===== src/rtl/helper_axis_pattern_generator_if.sv =====
// AXI-Stream beat bus between the pattern generator (master) and the block under test (slave).
interface helper_axis_pattern_generator_if #(
   parameter int unsigned DATA_WIDTH = 10
);
   logic                  output_valid;
   logic [DATA_WIDTH-1:0] output_data;
   logic                  output_last;
   logic                  output_ready;

   modport master (
      output output_valid,
      output output_data,
      output output_last,
      input  output_ready
   );

   modport slave (
      input  output_valid,
      input  output_data,
      input  output_last,
      output output_ready
   );
endinterface


===== src/rtl/helper_axis_pattern_generator.sv =====
// AXI-Stream test-data source: counter or Galois-LFSR beats with packet framing,
// valid duty-cycle throttling and an optional finite run length.
module helper_axis_pattern_generator #(
   parameter int unsigned     DATA_WIDTH  = 10,
   parameter int unsigned     MODE        = 0,
   parameter longint unsigned START_AT    = 0,
   parameter longint unsigned STEP        = 1,
   parameter longint unsigned END_AT      = (DATA_WIDTH >= 64) ? 64'hFFFF_FFFF_FFFF_FFFF :
                                            ((64'd1 << DATA_WIDTH) - 64'd1),
   parameter logic [31:0]     SEED        = 32'd1,
   parameter int unsigned     PACKET_LEN  = 16,
   parameter int unsigned     VALID_ON    = 1,
   parameter int unsigned     VALID_OFF   = 0,
   parameter int unsigned     TOTAL_BEATS = 0
) (
   input  logic                              clk,
   input  logic                              rst,
   input  logic                              enable,
   helper_axis_pattern_generator_if.master   axis,
   output logic                              done,
   output logic [31:0]                       beat_count
);

   localparam logic [1:0] StRun  = 2'd0;
   localparam logic [1:0] StGap  = 2'd1;
   localparam logic [1:0] StDone = 2'd2;

   localparam logic [31:0]           SEED_EFF = (SEED == 32'd0) ? 32'd1 : SEED;
   localparam logic [DATA_WIDTH-1:0] START_D  = DATA_WIDTH'(START_AT);
   localparam logic [DATA_WIDTH:0]   STEP_W   = (DATA_WIDTH + 1)'(STEP);
   localparam logic [DATA_WIDTH:0]   END_W    = (DATA_WIDTH + 1)'(END_AT);
   localparam logic [31:0]           PKT_LAST = 32'(PACKET_LEN - 1);
   localparam logic [31:0]           BURST_N  = 32'(VALID_ON);
   localparam logic [31:0]           GAP_N    = 32'(VALID_OFF);
   localparam logic [32:0]           TOTAL_W  = {1'b0, 32'(TOTAL_BEATS)};
   localparam logic                  LAST_RST = (PACKET_LEN == 1) || (TOTAL_BEATS == 1);

   logic [1:0]            state_q, state_d;
   logic                  valid_q, valid_d;
   logic [DATA_WIDTH-1:0] data_q, data_d;
   logic                  last_q, last_d;
   logic                  done_q, done_d;
   logic [31:0]           beat_q, beat_d;
   logic [31:0]           pkt_q, pkt_d;
   logic [31:0]           burst_q, burst_d;
   logic [31:0]           gap_q, gap_d;
   logic [31:0]           lfsr_q, lfsr_d;

   logic [DATA_WIDTH-1:0] data_next;
   logic [DATA_WIDTH-1:0] data_rst;
   logic [31:0]           lfsr_adv;

   generate
      if (MODE == 1) begin : g_lfsr
         assign lfsr_adv  = (lfsr_q >> 1) ^ (lfsr_q[0] ? 32'h8020_0003 : 32'h0);
         assign data_next = lfsr_adv[DATA_WIDTH-1:0];
         assign data_rst  = SEED_EFF[DATA_WIDTH-1:0];
      end else begin : g_cnt
         // One extra bit so data+STEP cannot wrap before the END_AT compare.
         logic [DATA_WIDTH:0] sum;
         assign sum       = {1'b0, data_q} + STEP_W;
         assign data_next = (sum > END_W) ? START_D : sum[DATA_WIDTH-1:0];
         assign data_rst  = START_D;
         assign lfsr_adv  = lfsr_q;
      end
   endgenerate

   logic        xfer;
   logic [31:0] beat_inc;
   logic [31:0] pkt_inc;
   logic        final_beat;
   logic        next_final;

   always_comb begin
      state_d    = state_q;
      valid_d    = valid_q;
      data_d     = data_q;
      last_d     = last_q;
      done_d     = done_q;
      beat_d     = beat_q;
      pkt_d      = pkt_q;
      burst_d    = burst_q;
      gap_d      = gap_q;
      lfsr_d     = lfsr_q;
      xfer       = valid_q & axis.output_ready;
      beat_inc   = (beat_q == 32'hFFFF_FFFF) ? beat_q : beat_q + 32'd1;
      pkt_inc    = (pkt_q == PKT_LAST) ? 32'd0 : pkt_q + 32'd1;
      final_beat = (TOTAL_BEATS != 0) && (({1'b0, beat_q} + 33'd1) == TOTAL_W);
      next_final = (TOTAL_BEATS != 0) && (({1'b0, beat_inc} + 33'd1) == TOTAL_W);

      unique case (state_q)
         StRun: begin
            if (xfer) begin
               beat_d = beat_inc;
               pkt_d  = pkt_inc;
               data_d = data_next;
               lfsr_d = lfsr_adv;
               last_d = (pkt_inc == PKT_LAST) || next_final;
               if (final_beat) begin
                  state_d = StDone;
                  done_d  = 1'b1;
                  valid_d = 1'b0;
                  burst_d = 32'd0;
               end else if ((VALID_OFF != 0) && (burst_q + 32'd1 == BURST_N)) begin
                  state_d = StGap;
                  gap_d   = GAP_N;
                  burst_d = 32'd0;
                  valid_d = 1'b0;
               end else begin
                  burst_d = burst_q + 32'd1;
                  valid_d = enable;
               end
            end else if (!valid_q && enable) begin
               valid_d = 1'b1;
            end
         end
         StGap: begin
            // Leave on the last gap cycle so valid is back exactly VALID_OFF cycles later.
            if (gap_q <= 32'd1) begin
               state_d = StRun;
               valid_d = enable;
               gap_d   = 32'd0;
            end else begin
               gap_d = gap_q - 32'd1;
            end
         end
         StDone: begin
            valid_d = 1'b0;
         end
         default: begin
            state_d = StRun;
            valid_d = 1'b0;
         end
      endcase
   end

   always_ff @(posedge clk) begin
      if (!rst) begin
         state_q <= StRun;
         valid_q <= 1'b0;
         data_q  <= data_rst;
         last_q  <= LAST_RST;
         done_q  <= 1'b0;
         beat_q  <= 32'd0;
         pkt_q   <= 32'd0;
         burst_q <= 32'd0;
         gap_q   <= 32'd0;
         lfsr_q  <= SEED_EFF;
      end else begin
         state_q <= state_d;
         valid_q <= valid_d;
         data_q  <= data_d;
         last_q  <= last_d;
         done_q  <= done_d;
         beat_q  <= beat_d;
         pkt_q   <= pkt_d;
         burst_q <= burst_d;
         gap_q   <= gap_d;
         lfsr_q  <= lfsr_d;
      end
   end

   assign axis.output_valid = valid_q;
   assign axis.output_data  = data_q;
   assign axis.output_last  = last_q;
   assign done              = done_q;
   assign beat_count        = beat_q;

endmodule

===== src/flat_wrapper.sv =====
// flat-port wrapper written by rule: the top's interface ports become plain ports
module helper_axis_pattern_generator_flat 
#(
   parameter int unsigned     DATA_WIDTH  = 10,
   parameter int unsigned     MODE        = 0,
   parameter longint unsigned START_AT    = 0,
   parameter longint unsigned STEP        = 1,
   parameter longint unsigned END_AT      = (DATA_WIDTH >= 64) ? 64'hFFFF_FFFF_FFFF_FFFF :
                                            ((64'd1 << DATA_WIDTH) - 64'd1),
   parameter logic [31:0]     SEED        = 32'd1,
   parameter int unsigned     PACKET_LEN  = 16,
   parameter int unsigned     VALID_ON    = 1,
   parameter int unsigned     VALID_OFF   = 0,
   parameter int unsigned     TOTAL_BEATS = 0
)
  (clk, rst, enable, done, beat_count, axis_output_valid, axis_output_data, axis_output_last, axis_output_ready);
  helper_axis_pattern_generator_if #(.DATA_WIDTH(DATA_WIDTH)) axis_i ();
  input  logic clk;
  input  logic rst;
  input  logic enable;
  output logic done;
  output logic [31:0] beat_count;
  output wire logic [$bits(axis_i.output_valid)-1:0] axis_output_valid;
  output wire logic [$bits(axis_i.output_data)-1:0] axis_output_data;
  output wire logic [$bits(axis_i.output_last)-1:0] axis_output_last;
  input wire logic [$bits(axis_i.output_ready)-1:0] axis_output_ready;
  assign axis_output_valid = axis_i.output_valid;
  assign axis_output_data = axis_i.output_data;
  assign axis_output_last = axis_i.output_last;
  assign axis_i.output_ready = axis_output_ready;
  helper_axis_pattern_generator #(.DATA_WIDTH(DATA_WIDTH), .MODE(MODE), .START_AT(START_AT), .STEP(STEP), .END_AT(END_AT), .SEED(SEED), .PACKET_LEN(PACKET_LEN), .VALID_ON(VALID_ON), .VALID_OFF(VALID_OFF), .TOTAL_BEATS(TOTAL_BEATS)) u_core (.clk(clk), .rst(rst), .enable(enable), .axis(axis_i), .done(done), .beat_count(beat_count));
endmodule

===== config.mk =====
export PLATFORM = sky130hd
export DESIGN_NAME = helper_axis_pattern_generator_flat
export DESIGN_NICKNAME = d
export VERILOG_FILES = /design/src/rtl/helper_axis_pattern_generator_if.sv /design/src/rtl/helper_axis_pattern_generator.sv /design/src/flat_wrapper.sv
export SDC_FILE = /design/constraint.sdc
export NUM_CORES = 1
export LEC_CHECK = 0
export BUFFER_PORTS_ARGS = -buffer_cell sky130_fd_sc_hd__buf_2
export CAP_MARGIN = 0
export CORE_ASPECT_RATIO = 1.75
export CORE_MARGIN = 4
export CORE_UTILIZATION = 30
export DETAILED_ROUTE_END_ITERATION = 10
export GPL_ROUTABILITY_DRIVEN = 1
export SLEW_MARGIN = 20
export SYNTH_ARGS = -nofsm -noshare
export SYNTH_HDL_FRONTEND = slang
export SYNTH_SLANG_ARGS = --single-unit
export TNS_END_PERCENT = 20

===== constraint.sdc =====
create_clock -name clk -period 6.69 [get_ports clk]
set_input_delay 0.3345 -clock clk [delete_from_list [all_inputs] [get_ports clk]]
set_output_delay 0.3345 -clock clk [all_outputs]
set_load 0.005 [all_outputs]

Word-level counts from Yosys, hierarchy flattened
Index checks and enable logic that the tools add are counted.
Word-level totals
  register bits after elaboration: 110
  output and inout port bits: 45
Cells by class
  add/subtract/negate cells: 4
  order comparisons: 2
  equality and inequality tests: 7
  muxes and demuxes: 9
  bitwise gates (word level): 3
  reduce and logical (&&, ||, !) cells: 8
Operators with widths (count)
  adder 32 x 1 -> 32 bit, second input constant: 2
  equality test 32 x 4 -> 1 bit, second input constant: 2
  2-to-1 mux 32 bit: 2
  equality test 32 bit, second input constant: 1
  less-or-equal comparator 32 x 1 -> 1 bit, second input constant: 1
  subtractor 32 x 1 -> 32 bit, second input constant: 1
  adder 10 x 1 -> 11 bit, second input constant: 1
  > comparator 11 x 10 -> 1 bit, second input constant: 1
  2-to-1 mux 10 bit: 1
  AND reduction 2 bit: 3
  case mux 2 bit (2 select lines): 1
  2-to-1 mux 1 bit: 3
  != test 3 x 1 -> 1 bit, second input constant: 1
  AND reduction 3 bit: 1
  equality test 2 x 1 -> 1 bit, second input constant: 1
  equality test 2 bit, second input constant: 1
  logical NOT 2 bit: 1
  2-to-1 mux 2 bit: 1
  != test 2 x 1 -> 1 bit, second input constant: 1
  NOT 1 bit: 2
  case mux 1 bit (2 select lines): 1
  OR reduction 2 bit: 1
  bitwise AND 1 bit: 1
  logical AND 1 bit: 1
  logical NOT 1 bit: 1

Logic depth before layout (Yosys ltp)
  word-level depth: 5
  depth in mapped cells: 11
  mapped depth without buffers: 9

Worst setup path before layout
No wires, ideal clock.
  path kind: reg-to-reg
  start: reg u_core.beat_q[0], in the netlist u_core.beat_count[0]
  end: reg u_core.beat_q[23], in the netlist u_core.beat_count[23]
  setup time: 0.115 ns
  data arrival time: 2.234 ns
  required time: 6.575 ns
  setup slack: 4.341 ns
  cell stages (with the launch flop): 10
  path buffers: 1
  clock period less this slack: 2.349 ns
  cells stage by stage: dfxtp_1 -> ha_1 -> nand2_1 -> or4_1 -> or3_4 -> o211ai_4 -> buf_6 -> nor3_2 -> xor2_1 -> and2_1
Between the ends
  longest elaborated chain between the ends: 3
RTL lines
  start, declared: RTL line helper_axis_pattern_generator.sv:43  | logic [31:0] beat_q, beat_d;
  start signal, assigned: RTL line helper_axis_pattern_generator.sv:155  | beat_q <= beat_d;
  parallel branches: the longest is 3 deep, another holds adder 32 x 1 -> 32 bit
Several ways; the timed one is not identified.
A chain may end at the register's enable or synchronous reset.

Worst setup path after layout
  start: reg u_core.pkt_q[0]
  end: reg u_core.last_q, in the netlist u_core.axis.output_last
Between the ends
  longest elaborated chain between the ends: 3
RTL lines
  start, declared: RTL line helper_axis_pattern_generator.sv:44  | logic [31:0] pkt_q, pkt_d;
  start signal, assigned: RTL line helper_axis_pattern_generator.sv:156  | pkt_q <= pkt_d;
  adder 32 x 1 -> 32 bit / equality test 32 x 4 -> 1 bit (equally long branches): RTL line helper_axis_pattern_generator.sv:87  | pkt_inc = (pkt_q == PKT_LAST) ? 32'd0 : pkt_q + 32'd1;
  2-to-1 mux 32 bit *: RTL line helper_axis_pattern_generator.sv:87
  equality test 32 x 4 -> 1 bit *: RTL line helper_axis_pattern_generator.sv:98  | last_d = (pkt_inc == PKT_LAST) || next_final;
  end signal, assigned: RTL line helper_axis_pattern_generator.sv:153  | last_q <= last_d;
  end, declared: RTL line helper_axis_pattern_generator.sv:41  | logic last_q, last_d;
Every way passes the cells marked *; elsewhere a longest branch is shown, timed or not.

==> results.tsv <==
stage	metric	value	unit
outcome	status	completed	
power	Pwr Total	0.9531	mW
clocking	post-CTS setup buffers	0	
synth	Mapped Cells	554	
synth	mux share of post-synthesis cell area	0.006740	
timing	Final period util	0.4206	
cells_and_area	share of post-route cells with drive strength above 1	0.1365	
cells_and_area	area of the multi-input gates	2743	um^2
placed_design	Placer Congestion	0.9020	
critical_path	Critical Path RT	6.95	ns
synth	main flop type after synthesis	dfxtp_1	
cells_and_area	most common library cell in the layout ignoring fill and taps	dfxtp_1	
cells_and_area	Final nets	589	
grt	global route overflow	0	
floorplan	Starting Density	0.3085	
power	Clk network pwr share	0.494	
clocking	CTS root buffer	clkbuf_16	
clocking	post-cts repair resize count	0	
synth	Synth Area in XOR/XNOR	0.08256	
routing	DR vias	4042	
timing	Worst Slack Setup Final	3.876	ns
critical_path	Crit-path slowest cell	dfxtp_1	
timing	Rel. slew slack	0.3012	
critical_path	Worst path top cell family by delay	simple AND/OR/NAND/NOR gates	
critical_path	flop-to-flop setup slack	3.88	ns
clocking	TritonCTS clock tree	built	
synth	Seq cells post-synth	76	
clocking	CTS Hold Bufs	0	
synth	post-synth top area share	0.3415	
timing	# setup viols final	0	
synth	largest family of logic cells by synthesized area	simple AND/OR/NAND/NOR gates	
grt	pin count of the biggest net entering global routing	79	
clocking	clk_lat worst skew	0.33	ns
routing	final WL	11520	um
clocking	CTS H-Tree Depth	3	
placed_design	cell total after placement	750	
routing	DRT antenna net count	0	
grt	initial antenna violation count	0	
clocking	CTS clk-pin slew, worst paths	0.06	ns
placed_design	Area after DPL	4791	um^2
timing	final hold violation count	0	
power	Sw Share	0.2120	
power	internal power	0.7511	mW
critical_path	CP Max Fanout	8	
synth	post-synthesis cell type count	55	
critical_path	R2R cell count	8	
timing	setup tns final	0	ns
critical_path	CP Buf/Inv Count	0	
floorplan	IO Pins	49	
critical_path	Critical Setup Path Class	flop to flop	
hold_path	HP Class	input port to flop	
timing	final setup skew	0.004394	ns
grt	first-pass GRT wire length	19270	um
timing	slew at the pin closest to its max-slew limit	1.039	ns
synth	sequential share of the synthesized area	0.3415	
timing	RSZ-0062 raised after global routing	false	
synth	ranking of synthesized cells by area	dfxtp_1 34%, and2_1 5.6%, xnor2_1 4.3%	
synth	Compound-Gate Fraction of Synth Area	0.1449	
clocking	CTS Sinks	76	
cells_and_area	Storage cell area	1521	um^2
critical_path	CP Cell Sequence	ha_1, and4_1, nand3_1, nor2_4, nand3_1, or3b_1, a2111o_1, o21ai_0	
timing	Max Slew Vio Count	0	
synth	Syn Area/Cell	8.042	um^2
timing	Hold Slack	0.2163	ns
floorplan	core footprint	14440	um^2
critical_path	slowest stage delay, CP	0.42	ns
routing	# DRC	0	
synth	top cell type by total area after synthesis	dfxtp_1	
cells_and_area	Util after Layout	0.3519	
clocking	number of buffers created by CTS	9	
power	Pwr per Cell Area	187.5	nW/um^2
critical_path	Crit path top cell by count	nand3_1	
floorplan	die area	16940	um^2
critical_path	critical path capture point type	flop	
timing	minimum clock period after layout	2.814	ns
cells_and_area	ant diodes	0	
critical_path	reg-to-reg startpoint	u_core.pkt_q[0]$_SDFFE_PN0P_	
critical_path	RR Endpoint	u_core.axis.output_last$_SDFFE_PN0P_	
hold_path	worst hold start	enable	
timing	Max Clock Freq	0.3554	GHz
placed_design	Final HPWL DP	8391	um
hold_path	Worst Hold Path EP	u_core.axis.output_valid$_SDFFE_PN0P_	
power	Pleak	1.850	nW
grt	total track usage	0.1396	
cells_and_area	most frequent cells in the layout	76 x dfxtp_1, 47 x buf_2, 44 x nand2_1, 40 x and2_1, 33 x o21ai_0	
synth	post-synthesis simple-gate area fraction	0.3682	
cells_and_area	Area growth syn-to-layout	14.07	%
synth	mapped cell area	4456	um^2
grt	number of global-route vias before repair	4008	
floorplan	chip width	100.1	um
cells_and_area	Final Cell Area	5082	um^2
routing	routed len/inst	15.04	um
power	Sw Pwr	0.2021	mW
clocking	Clock Path Buffers	2	
floorplan	Die H	169.2	um
flow_run	Max-Cap Viols	0	
synth	Post-synth EDFFs	0	
placed_design	DP Worst Slack	3.904	ns
synth	post-synth net total	562	
cells_and_area	Non-Filler Instances	766	
synth	Yosys warnings	0	
power	Peak VDD IR	0.00009243	V
routing	DR vias/cell	5.277	
floorplan	FP Rows	58	
synth	Post-synth ARST share	0	
critical_path	WP data arrival	3.07	ns
placed_design	Buffers on Ports	47	
synth	Adder-Cell Fraction of Synth Area	0.01123	
cells_and_area	fill count	1490	
power	Sequential Power Share	0.479	
routing	Detailed Routing Iterations Pass 1	5	
power	Comb power frac	0.027	
hold_path	hold depth	2	
critical_path	crit path launch type	flop	
routing	Iter 0 DRT Violations	227	
==> power by group through the flow <==
stage / combinational [mW] / sequential, mW / clock (mW)
floorplan: 0.0175 / 0.466 / 0
global placement: 0.0252 / 0.467 / 0
detailed placement: 0.0258 / 0.467 / 0
CTS: 0.0259 / 0.457 / 0.487
global route: 0.0280 / 0.457 / 0.504
finish: 0.0254 / 0.457 / 0.471
==> layout make-up <==
type	instances	share of cell area
clock buffer	12	0.04653
multi-input combinational	431	0.5396
clock inverter	4	0.009847
sequential	76	0.2994
tap	180	0.04431
inverter	13	0.009601
timing repair buffer	50	0.05071
==> routing by layer <==
| layer | GRT usage | vias to the layer above | part of all wire | wire (um) |
|---|---|---|---|---|
| met3 | 0.02180 | 21 | 0.032 | 373 |
| met4 | 0.08035 | 0 | 0.031 | 357 |
| li1 | - | 2026 | - | - |
| met1 | 0.1430 | 1903 | 0.39 | 4506 |
| met2 | 0.2611 | 92 | 0.55 | 6283 |
| met5 | 0 | - | 0 | 0 |
==> synthesized netlist by cell type (all sizes together) (2+ instances only) <==
library cell and number:
dfxtp 76, nand2 44, and2 40, o21ai 33, nor3 30, nor2 29, clkbuf 28, nand3 26
xnor2 22, nand4 21, xor2 20, a21oi 18, nor2b 18, a21boi 17, and3 14, inv 13
or3 13, and4 10, nor4 9, o31ai 7, buf 6, nand2b 6, o21a 6, a31oi 5
or4 5, ha 4, nand4b 4, nor3b 4, o211ai 4, mux2i 3, o2111ai 3, a22oi 2
nand3b 2, nor4b 2, o22ai 2
==> flip-flops by register name (all words and copies together) (netlist names) <==
| signal | count |
|---|---|
| u_core.axis.output_data | 10 |
| u_core.axis.output_valid | 1 |
| u_core.pkt_q | 32 |
| u_core.axis.output_last | 1 |
| u_core.beat_count | 32 |
==> worst max-delay path by stage <==
stage                                      start                                    to  slack (ns)  cells after the start
6_report            u_core.pkt_q[0]$_SDFFE_PN0P_  u_core.axis.output_last$_SDFFE_PN0P_        3.88                      8
5_1_grt             u_core.pkt_q[0]$_SDFFE_PN0P_  u_core.axis.output_last$_SDFFE_PN0P_        3.70                      8
4_1_cts             u_core.pkt_q[0]$_SDFFE_PN0P_  u_core.axis.output_last$_SDFFE_PN0P_        3.91                      8
3_5_place_dp        u_core.pkt_q[0]$_SDFFE_PN0P_  u_core.axis.output_last$_SDFFE_PN0P_        3.90                      8
3_3_place_gp                                 rst  u_core.axis.output_last$_SDFFE_PN0P_        4.02                      9
2_1_floorplan  u_core.beat_count[0]$_SDFFE_PN0P_    u_core.beat_count[23]$_SDFFE_PN0P_        4.34                      9
==> kinds of logic (layout without fill, tap and decap cells) <==
family	count (synthesis)	count (layout)
other	1	1
adders and majority gates	4	4
muxes	3	3
buffers and inverters	47	79
DFF	76	76
and+or+nand+nor	281	281
AOI/OAI and AO/OA	100	100
xor gates and xnor gates	42	42
==> worst register-to-register path, cell delays in order, from the launching register on <==
cell and delay [ns]:
dfxtp_1 0.42, ha_1 0.29, and4_1 0.30, nand3_1 0.30, nor2_4 0.33, nand3_1 0.19, or3b_1 0.40, a2111o_1 0.36
o21ai_0 0.15
No activity file was read; power rests on OpenSTA's default activity.
